**config.mk**
```make
export PLATFORM = sky130hd
export DESIGN_NAME = uart_cmd_fifo_rx
export DESIGN_NICKNAME = d
export VERILOG_FILES = /design/src/rtl/uart_pkg.sv /design/src/rtl/cmd_fifo.sv /design/src/rtl/uart_cmd_fifo_rx.sv
export SDC_FILE = /design/constraint.sdc
export NUM_CORES = 1
export LEC_CHECK = 0
export CAP_MARGIN = 10
export CORE_MARGIN = 2
export CORE_UTILIZATION = 25
export DETAILED_ROUTE_END_ITERATION = 8
export GPL_TIMING_DRIVEN = 0
export SLEW_MARGIN = 10
export SYNTH_ARGS = -nofsm -noshare
export SYNTH_HDL_FRONTEND = slang
export SYNTH_SLANG_ARGS = --single-unit
```
**constraint.sdc**
```tcl
create_clock -name clk -period 4.7 [get_ports clk]
set_input_delay 0.47 -clock clk [delete_from_list [all_inputs] [get_ports clk]]
set_output_delay 0.47 -clock clk [all_outputs]
set_load 0.005 [all_outputs]
```
**src/rtl/uart_pkg.sv**
```systemverilog
// Shared types and constants for the command UART receiver and its FIFO.
package uart_pkg;

  localparam int DEFAULT_BAUD_DIV   = 2604;
  localparam int DEFAULT_FIFO_DEPTH = 4;

  // Width of an occupancy counter that must represent 0..depth inclusive.
  function automatic int count_width(input int depth);
    return $clog2(depth) + 1;
  endfunction

  localparam int DEFAULT_COUNT_W = count_width(DEFAULT_FIFO_DEPTH);

  typedef enum logic [2:0] {
    ST_IDLE   = 3'd0,
    ST_START  = 3'd1,
    ST_DATA   = 3'd2,
`ifdef UART_PARITY_EN
    ST_PARITY = 3'd3,
`endif
    ST_STOP   = 3'd4
  } rx_state_e;

endpackage

```
**src/rtl/cmd_fifo.sv**
```systemverilog
// Circular command FIFO with occupancy count; pop_dat shows the head entry combinationally.
// Push lands on the next edge; a push into a full FIFO is only accepted alongside a pop.
module cmd_fifo
  import uart_pkg::*;
#(
  parameter int  DATA_W     = 8,
  parameter int  FIFO_DEPTH = 4,
  localparam int CNT_W      = count_width(FIFO_DEPTH)
) (
  input  logic              clk,
  input  logic              rst_n,
  input  logic              push,
  input  logic [DATA_W-1:0] push_dat,
  input  logic              pop,
  output logic [DATA_W-1:0] pop_dat,
  output logic              full,
  output logic              empty,
  output logic [CNT_W-1:0]  count
);

  localparam int PTR_W = (FIFO_DEPTH > 1) ? $clog2(FIFO_DEPTH) : 1;

  logic [DATA_W-1:0] mem_q [FIFO_DEPTH];
  logic [DATA_W-1:0] mem_d [FIFO_DEPTH];
  logic [PTR_W-1:0]  wr_ptr_q, wr_ptr_d;
  logic [PTR_W-1:0]  rd_ptr_q, rd_ptr_d;
  logic [CNT_W-1:0]  count_q, count_d;
  logic              push_ok, pop_ok;

  function automatic logic [PTR_W-1:0] ptr_inc(input logic [PTR_W-1:0] p);
    if (p == PTR_W'(FIFO_DEPTH - 1)) begin
      return '0;
    end
    return p + 1'b1;
  endfunction

  assign empty   = (count_q == '0);
  assign full    = (count_q == CNT_W'(FIFO_DEPTH));
  assign pop_ok  = pop & ~empty;
  assign push_ok = push & (~full | pop_ok);
  assign pop_dat = mem_q[rd_ptr_q];
  assign count   = count_q;

  always_comb begin
    mem_d    = mem_q;
    wr_ptr_d = wr_ptr_q;
    rd_ptr_d = rd_ptr_q;
    count_d  = count_q;
    if (push_ok) begin
      mem_d[wr_ptr_q] = push_dat;
      wr_ptr_d        = ptr_inc(wr_ptr_q);
    end
    if (pop_ok) begin
      rd_ptr_d = ptr_inc(rd_ptr_q);
    end
    case ({push_ok, pop_ok})
      2'b10:   count_d = count_q + 1'b1;
      2'b01:   count_d = count_q - 1'b1;
      default: count_d = count_q;
    endcase
  end

  always_ff @(posedge clk or negedge rst_n) begin
    if (!rst_n) begin
      for (int i = 0; i < FIFO_DEPTH; i++) begin
        mem_q[i] <= '0;
      end
      wr_ptr_q <= '0;
      rd_ptr_q <= '0;
      count_q  <= '0;
    end else begin
      mem_q    <= mem_d;
      wr_ptr_q <= wr_ptr_d;
      rd_ptr_q <= rd_ptr_d;
      count_q  <= count_d;
    end
  end

endmodule

```
**src/rtl/uart_cmd_fifo_rx.sv**
```systemverilog
// Command UART receiver feeding a small FIFO; byte appears one cycle after the stop sample.
// No backpressure on the line: a full FIFO drops the byte and flags overrun. UART_PARITY_EN adds even parity.
module uart_cmd_fifo_rx
  import uart_pkg::*;
#(
  parameter int  BAUD_DIV    = DEFAULT_BAUD_DIV,
  parameter int  DATA_W      = 8,
  parameter int  FIFO_DEPTH  = 4,
  parameter int  SYNC_STAGES = 2,
  localparam int CNT_W       = count_width(FIFO_DEPTH)
) (
  input  logic              clk,
  input  logic              rst_n,
  input  logic              RX,
  output logic [DATA_W-1:0] cmd,
  output logic              rdy,
  input  logic              clr_rdy,
  output logic [CNT_W-1:0]  count,
  output logic              overrun,
  output logic              frame_err,
  input  logic              clr_err
`ifdef UART_PARITY_EN
  ,
  output logic              parity_err
`endif
);

  localparam int BCNT_W = $clog2(BAUD_DIV + 1);
  localparam int IDX_W  = 4;

  logic [SYNC_STAGES-1:0] sync_q, sync_d;
  logic                   rx_prev_q, rx_prev_d;
  logic                   rx_s, rx_fall, expire;
  rx_state_e              state_q, state_d;
  logic [BCNT_W-1:0]      bcnt_q, bcnt_d;
  logic [IDX_W-1:0]       bit_idx_q, bit_idx_d;
  logic [DATA_W-1:0]      shreg_q, shreg_d;
  logic                   overrun_q, overrun_d;
  logic                   frame_err_q, frame_err_d;
  logic                   push, set_overrun, set_frame_err;
  logic                   fifo_full, fifo_empty;
`ifdef UART_PARITY_EN
  logic                   par_bad_q, par_bad_d;
  logic                   parity_err_q, parity_err_d;
  logic                   set_parity_err;
`endif

  assign sync_d    = {sync_q[SYNC_STAGES-2:0], RX};
  assign rx_s      = sync_q[SYNC_STAGES-1];
  assign rx_prev_d = rx_s;
  assign rx_fall   = rx_prev_q & ~rx_s;
  // Counter reaching 1 marks the sample cycle, so a load of N samples N cycles later.
  assign expire    = (bcnt_q == BCNT_W'(1));

  always_comb begin
    state_d       = state_q;
    bcnt_d        = (state_q == ST_IDLE) ? bcnt_q : bcnt_q - 1'b1;
    bit_idx_d     = bit_idx_q;
    shreg_d       = shreg_q;
    push          = 1'b0;
    set_overrun   = 1'b0;
    set_frame_err = 1'b0;
`ifdef UART_PARITY_EN
    par_bad_d      = par_bad_q;
    set_parity_err = 1'b0;
`endif
    case (state_q)
      ST_IDLE: begin
        if (rx_fall) begin
          state_d = ST_START;
          bcnt_d  = BCNT_W'(BAUD_DIV / 2);
        end
      end
      ST_START: begin
        if (expire) begin
          if (rx_s) begin
            state_d = ST_IDLE;
          end else begin
            state_d   = ST_DATA;
            bcnt_d    = BCNT_W'(BAUD_DIV);
            bit_idx_d = '0;
          end
        end
      end
      ST_DATA: begin
        if (expire) begin
          shreg_d   = {rx_s, shreg_q[DATA_W-1:1]};
          bcnt_d    = BCNT_W'(BAUD_DIV);
          bit_idx_d = bit_idx_q + 1'b1;
          if (bit_idx_q == IDX_W'(DATA_W - 1)) begin
`ifdef UART_PARITY_EN
            state_d = ST_PARITY;
`else
            state_d = ST_STOP;
`endif
          end
        end
      end
`ifdef UART_PARITY_EN
      ST_PARITY: begin
        if (expire) begin
          par_bad_d = rx_s ^ (^shreg_q);
          bcnt_d    = BCNT_W'(BAUD_DIV);
          state_d   = ST_STOP;
        end
      end
`endif
      ST_STOP: begin
        if (expire) begin
          state_d = ST_IDLE;
          if (!rx_s) begin
            set_frame_err = 1'b1;
`ifdef UART_PARITY_EN
          end else if (par_bad_q) begin
            set_parity_err = 1'b1;
`endif
          end else begin
            push        = 1'b1;
            // A pop in the same cycle frees the slot, so only a pop-less full FIFO overruns.
            set_overrun = fifo_full & ~clr_rdy;
          end
        end
      end
      default: state_d = ST_IDLE;
    endcase
  end

  assign overrun_d   = set_overrun | (overrun_q & ~clr_err);
  assign frame_err_d = set_frame_err | (frame_err_q & ~clr_err);
`ifdef UART_PARITY_EN
  assign parity_err_d = set_parity_err | (parity_err_q & ~clr_err);
  assign parity_err   = parity_err_q;
`endif

  always_ff @(posedge clk or negedge rst_n) begin
    if (!rst_n) begin
      sync_q      <= '1;
      rx_prev_q   <= 1'b1;
      state_q     <= ST_IDLE;
      bcnt_q      <= '0;
      bit_idx_q   <= '0;
      shreg_q     <= '0;
      overrun_q   <= 1'b0;
      frame_err_q <= 1'b0;
    end else begin
      sync_q      <= sync_d;
      rx_prev_q   <= rx_prev_d;
      state_q     <= state_d;
      bcnt_q      <= bcnt_d;
      bit_idx_q   <= bit_idx_d;
      shreg_q     <= shreg_d;
      overrun_q   <= overrun_d;
      frame_err_q <= frame_err_d;
    end
  end

`ifdef UART_PARITY_EN
  always_ff @(posedge clk or negedge rst_n) begin
    if (!rst_n) begin
      par_bad_q    <= 1'b0;
      parity_err_q <= 1'b0;
    end else begin
      par_bad_q    <= par_bad_d;
      parity_err_q <= parity_err_d;
    end
  end
`endif

  cmd_fifo #(
    .DATA_W     (DATA_W),
    .FIFO_DEPTH (FIFO_DEPTH)
  ) u_cmd_fifo (
    .clk      (clk),
    .rst_n    (rst_n),
    .push     (push),
    .push_dat (shreg_q),
    .pop      (clr_rdy),
    .pop_dat  (cmd),
    .full     (fifo_full),
    .empty    (fifo_empty),
    .count    (count)
  );

  assign rdy       = ~fifo_empty;
  assign overrun   = overrun_q;
  assign frame_err = frame_err_q;

endmodule
```
== Word level (Yosys, flattened, before mapping) ==
Index checks and enable logic that the tools add are counted.

* Bits in registers: 71
* Input bits: 5
* Output and inout port bits: 14

* $add $sub $neg: 6
* $lt $le $gt $ge: 3
* Equality and inequality tests: 16
* Muxes and demuxes: 41
* Bitwise operators: 16
* Reductions and logical operators: 8

{| class="wikitable"
|+ Operator list
! operator !! number
|-
| 2-to-1 mux 12 bit || 5
|-
| case mux 12 bit (3 select lines) || 1
|-
| bitwise mux 32 bit || 1
|-
| 2-to-1 mux 8 bit || 3
|-
| binary-select mux 8 bit (select 2 bit) || 1
|-
| demux 8 bit (select 2 bit) || 1
|-
| 2-to-1 mux 3 bit || 5
|-
| 2-to-1 mux 1 bit || 13
|-
| equality test 12 x 1 -> 1 bit (second input constant) || 1
|-
| 2-to-1 mux 4 bit || 3
|-
| != test 2 bit (second input constant) || 6
|-
| case mux 3 bit (4 select lines) || 1
|-
| subtractor 12 x 1 -> 12 bit (second input constant) || 1
|-
| 2-to-1 mux 2 bit || 5
|-
| case mux 4 bit (2 select lines) || 1
|-
| AND 1 bit || 6
|-
| equality test 2 bit (second input constant) || 3
|-
| equality test 3 bit (second input constant) || 2
|-
| greater-or-equal comparator 3 bit (second input constant) || 2
|-
| zero test 3 bit || 2
|-
| NOT 2 -> 3 bit || 2
|-
| case mux 3 bit (2 select lines) || 1
|-
| NOT 1 bit || 5
|-
| AND reduction 5 bit || 1
|-
| other kinds (14) || 18
|}

== Logic depth before layout (Yosys ltp) ==
* Word-level depth: 7
* Mapped depth: 12

== Modules after synthesis ==
A second synthesis with hierarchy kept.

* Cells, all modules: 283
* Area, all modules: 3519.6 µm²

{| class="wikitable"
|+ By module, submodules not included
! module !! times used !! cells an instance !! area each (µm²)
|-
| cmd_fifo || 1 || 132 || 1901.8
|-
| uart_cmd_fifo_rx || 1 || 151 || 1617.8
|}

== Least setup slack after synthesis ==
Ideal clock, no wire load.

* Path kind: register to register
* From: register bcnt_q[1]
* To: register u_cmd_fifo.count_q[2], in the netlist u_cmd_fifo.count[2]
* Setup time: 0.125 ns
* Arrival time: 2.649 ns
* Data required time: 4.575 ns
* Setup slack: 1.926 ns
* Cell stages (with the launch flop): 13
* Buffers on the path: 0
* Cell sequence: dfrtp_1 > inv_1 > ha_1 > nor4b_2 > nand4b_4 > nor4b_4 > inv_1 > ha_1 > inv_1 > fa_1 > xor2_1 > nor2_1 > xor2_1

* Word-level cells in the longest chain between the ends: 6

{| class="wikitable"
|+ Ends and longest elaborated chain
! what !! RTL line !! RTL
|-
| start: declaration || uart_cmd_fifo_rx.sv:35 || <nowiki>logic [BCNT_W-1:0] bcnt_q, bcnt_d;</nowiki>
|-
| start signal: assignment || uart_cmd_fifo_rx.sv:149 || <nowiki>bcnt_q <= bcnt_d;</nowiki>
|-
| equality test 12 x 1 -> 1 bit * || uart_cmd_fifo_rx.sv:53 || <nowiki>assign expire = (bcnt_q == BCNT_W'(1));</nowiki>
|-
| 2-to-1 mux 1 bit * || uart_cmd_fifo_rx.sv:109 || <nowiki>if (expire) begin</nowiki>
|-
| 2-to-1 mux 1 bit * || uart_cmd_fifo_rx.sv:67 || <nowiki>case (state_q)</nowiki>
|-
| AND 1 bit * || cmd_fifo.sv:40 || <nowiki>assign push_ok = push & (~full | pop_ok);</nowiki>
|-
| equality test 2 x 1 -> 1 bit / equality test 2 bit (equally long branches) || cmd_fifo.sv:56 || <nowiki>case ({push_ok, pop_ok})</nowiki>
|-
| case mux 3 bit (2 select lines) / nonzero test 2 bit (equally long branches) || n/a ||
|-
| end signal: assignment || cmd_fifo.sv:75 || <nowiki>count_q <= count_d;</nowiki>
|-
| end: declaration || cmd_fifo.sv:27 || <nowiki>logic [CNT_W-1:0] count_q, count_d;</nowiki>
|}

Mark *: on every way between the ends. The rest lies on a longest branch, timed or not.
A chain may end at the register's enable or synchronous reset.

== Final worst setup path ==
Ends and elaborated chain as after synthesis.

==> key figures <==
Drt
  – Post-Route WL: ~6500 µm
  – Post-route ant nets: 0
  – Total number of vias: 2172
  – TritonRoute pass-1 iters: 4
  – 1st-iter DRT viols: 136
  – DRC Markers: 0
  – Wire per inst: 13.75 µm
  – Vias/cell: 4.621

Global route
  – Initial antenna violation count: 0
  – Grt ovf: 0
  – Largest net degree at the start of global routing: slightly below 60
  – First-pass GRT wire length: 11170 µm
  – Total global-route track usage: around 10%
  – Vias in the first global route: ~2200

Min path
  – Tightest Hold Check Type: flop to flop

Die
  – Die Width: 119.8 µm
  – Site Rows: 42
  – Die area: approximately 0.014 mm²
  – Num ports: 19
  – Die span in y: 119.8 µm
  – Initial Utilization: 25.42%
  – Core ar.: 0.01319 mm²

Clock tree
  – CTS H-tree lvls: 3
  – CTS Sinks: 71
  – Clock-pin slew on the worst setup and hold paths: around 0.060 ns
  – Clk_lat worst skew: 0.33 ns
  – Maximum clock path buffer count: 2
  – Clock root cell: clkbuf_16
  – CTS tree: yes
  – CTS buffer count: 9
  – Post-CTS Resized: 0

Timing
  – Min cycle time layout: 3.077 ns
  – RSZ-0062 raised after global routing: no
  – Fin. Hold Viols: 0
  – Worst hold slack: 0.3567 ns
  – Fmax: 324.9 MHz
  – Final count of negative-setup-slack endpoints: 0
  – Setup Skew: 0.006046 ns
  – Setup TNS Final: 0 ns
  – Slew headroom: 38.78%
  – Max-slew violations: 0
  – Transition time of the tightest slew-check pin: just over 0.9 ns
  – Fin crit share: 65.48%

Cells and area
  – # fillers: between 1000 and 1500
  – # diodes: 0
  – Layout cells sized above 1: between 20% and 30%
  – Most common cell after layout, fill and taps aside: dfrtp_1
  – Nets: 305
  – Most frequent cells in the layout: dfrtp_1 (68), mux2_2 (37), o21ai_0 (20), clkdlybuf4s50_1 (17), nand2_1 (15)
  – P&R area growth vs syn: 22.13%

Synthesis
  – Synthesized Nets: around 270
  – Register bit count reported by yosys: 71
  – Cells after Synth: 259
  – Syn avg cell area: 12.95 µm²
  – YS warnings: 0
  – Unique cell type count in the Yosys netlist: 51
  – Cell Area, Synth: 0.003353 mm²
  – Async set or reset register ratio after synthesis: 100.0%
  – EDFF count, synth: 0
  – Ys flop type: dfrtp_1
  – Post-synthesis sequential area ratio: 53.10%

Worst setup path
  – Critical Path Most Common Cell: inv_1
  – CP max-delay cell: nor4b_4
  – Critical path class: flop to flop
  – Crit-path cells: inv_1 -> ha_1 -> nor4b_2 -> nand4b_4 -> nor4b_4 -> inv_1 -> ha_1 -> inv_1 -> fa_1 -> xor2_1 -> nor2_1 -> xor2_1
  – Worst Path Max Fanout: 9
  – Delay-heaviest family, CP: simple AND/OR/NAND/NOR gates
  – CP required: 4.91 ns
  – Buf/Inv on CP: 3
  – Critical path launch point type: flop
  – CP Capture Type: flop
  – Peak per-stage delay on the critical path: 0.74 ns
  – CP arrival: 3.29 ns

Place
  – Half-perimeter wire length after placement: 4399 µm
  – Routability cong.: 0.7826
  – Number of I/O port buffers: 18

Run status
  – Status: complete, no violations

Pwr
  – LEAKAGE: 1.884 nW
  – Power Density: 460.3 mW/mm²
  – Peak VDD IR: ~180 µV

Flow run
  – Max-Cap Viols: 0
-- cell usage after synthesis (2+ instances only) --
cell	count	share of area, %
xnor2_1	3	0.78
dfstp_2	3	2.4
nor2_1	14	1.6
dfrtp_1	68	51
mux2_4	2	0.90
clkbuf_1	3	0.34
and3_1	2	0.37
ha_1	9	3.4
o21ai_0	20	3.0
o211ai_1	2	0.45
inv_1	12	1.3
xor2_1	4	1.0
nand4_1	2	0.37
nand2b_1	3	0.56
a21oi_1	3	0.45
nand3_1	5	0.75
nand2_1	15	1.7
nand2_4	4	1.3
nor3b_1	2	0.45
mux2_2	37	12
nor2b_1	2	0.37
a21o_1	2	0.45
or3_1	3	0.56
mux4_2	8	5.4
o31ai_1	2	0.45
nor3_1	4	0.60
-- cell families after synthesis --
logic type / count (synthesis) / synth area share (%)
flops: 71 / 53.10
simple gates: 68 / 13.10
mux: 49 / 19.33
compound gates: 38 / 6.903
buf+inv: 16 / 1.791
fa+ha+maj: 10 / 3.955
xor+xnor: 7 / 1.828
-- per-stage QoR --
stage	cells	setup WS [ns]	cell area [µm²]	power [mW]	utilization (%)
floorplan	259	1.926	3353	1.063	-
CTS	470	1.545	4095	1.914	31.05
global route	470	1.339	4095	1.995	31.05
finish	470	1.623	4095	1.885	31.05
detailed placement	454	1.583	3779	1.211	28.65
global placement	453	0.7990	3754	1.186	28.46
-- final timing paths --
kind / from / endpoint / slack [ns] / cells after the start
setup / recovery: bcnt_q[1]$_DFF_PN0_ / u_cmd_fifo.count[2]$_DFFE_PN0P_ / 1.62 / 12
hold / removal: sync_q[0]$_DFF_PN1_ / sync_q[1]$_DFF_PN1_ / 0.36 / 0
setup reg to reg: bcnt_q[1]$_DFF_PN0_ / u_cmd_fifo.count[2]$_DFFE_PN0P_ / 1.62 / 12
hold reg to reg: sync_q[0]$_DFF_PN1_ / sync_q[1]$_DFF_PN1_ / 0.36 / 0
max in group asynchronous: rst_n / u_cmd_fifo.count[1]$_DFFE_PN0P_ / 3.63 / 3
min in group asynchronous: rst_n / bcnt_q[6]$_DFF_PN0_ / 0.54 / 2
-- layout make-up --
cell class / count / area (µm²) / area share, %
Buffer: 4 / 15.01 / 0.3666
Clock buffer: 11 / 252.7 / 6.172
Clock inverter: 4 / 53.80 / 1.314
Inverter: 12 / 45.04 / 1.100
Multi-Input combinational cell: 172 / 1513 / 36.94
Sequential cell: 71 / 1780 / 43.48
Tap cell: 176 / 220.2 / 5.377
Timing Repair Buffer: 20 / 215.2 / 5.255
-- worst reg2reg max path, delay by kind of cell, from the launching register on --
kind	cells	cell delay (ns)
flip-flops	1	0.38
AND/OR/NAND/NOR	4	1.43
buffers and inverters	3	0.29
adder cells (fa/ha/maj)	3	0.58
XOR/XNOR	2	0.27
-- report_power, final --
part	switching [mW]	leakage, nW	internal, mW
sequential	0.0852	0.943	0.687
combinational	0.222	0.797	0.200
clock	0.253	0.144	0.438
-- layer usage --
layer,up-vias,part of all wire [%],track usage (%)
li1,1008,-,-
met1,1126,45,13.27
met2,27,49,15.32
met3,11,3.0,2.234
met4,0,2.6,5.515
met5,-,0,0
-- state kept, by name (all words and copies together), names as in the netlist --
| signal | count |
|---|---|
| sync_q | 2 |
| u_cmd_fifo.mem_q | 32 |
| frame_err | 1 |
| u_cmd_fifo.rd_ptr_q | 2 |
| u_cmd_fifo.wr_ptr_q | 2 |
| shreg_q | 8 |
| bit_idx_q | 4 |
| bcnt_q | 12 |
| rx_prev_q | 1 |
| overrun | 1 |
| u_cmd_fifo.count | 3 |
| state_q | 3 |
-- timing repair --
action	4_1_cts	5_1_grt
setup buffers	0	0
endpoints found under the hold margin	11	0
hold buffers	1	0
setup endpoints to repair	0	0
(Power assumes the default switching activity.)
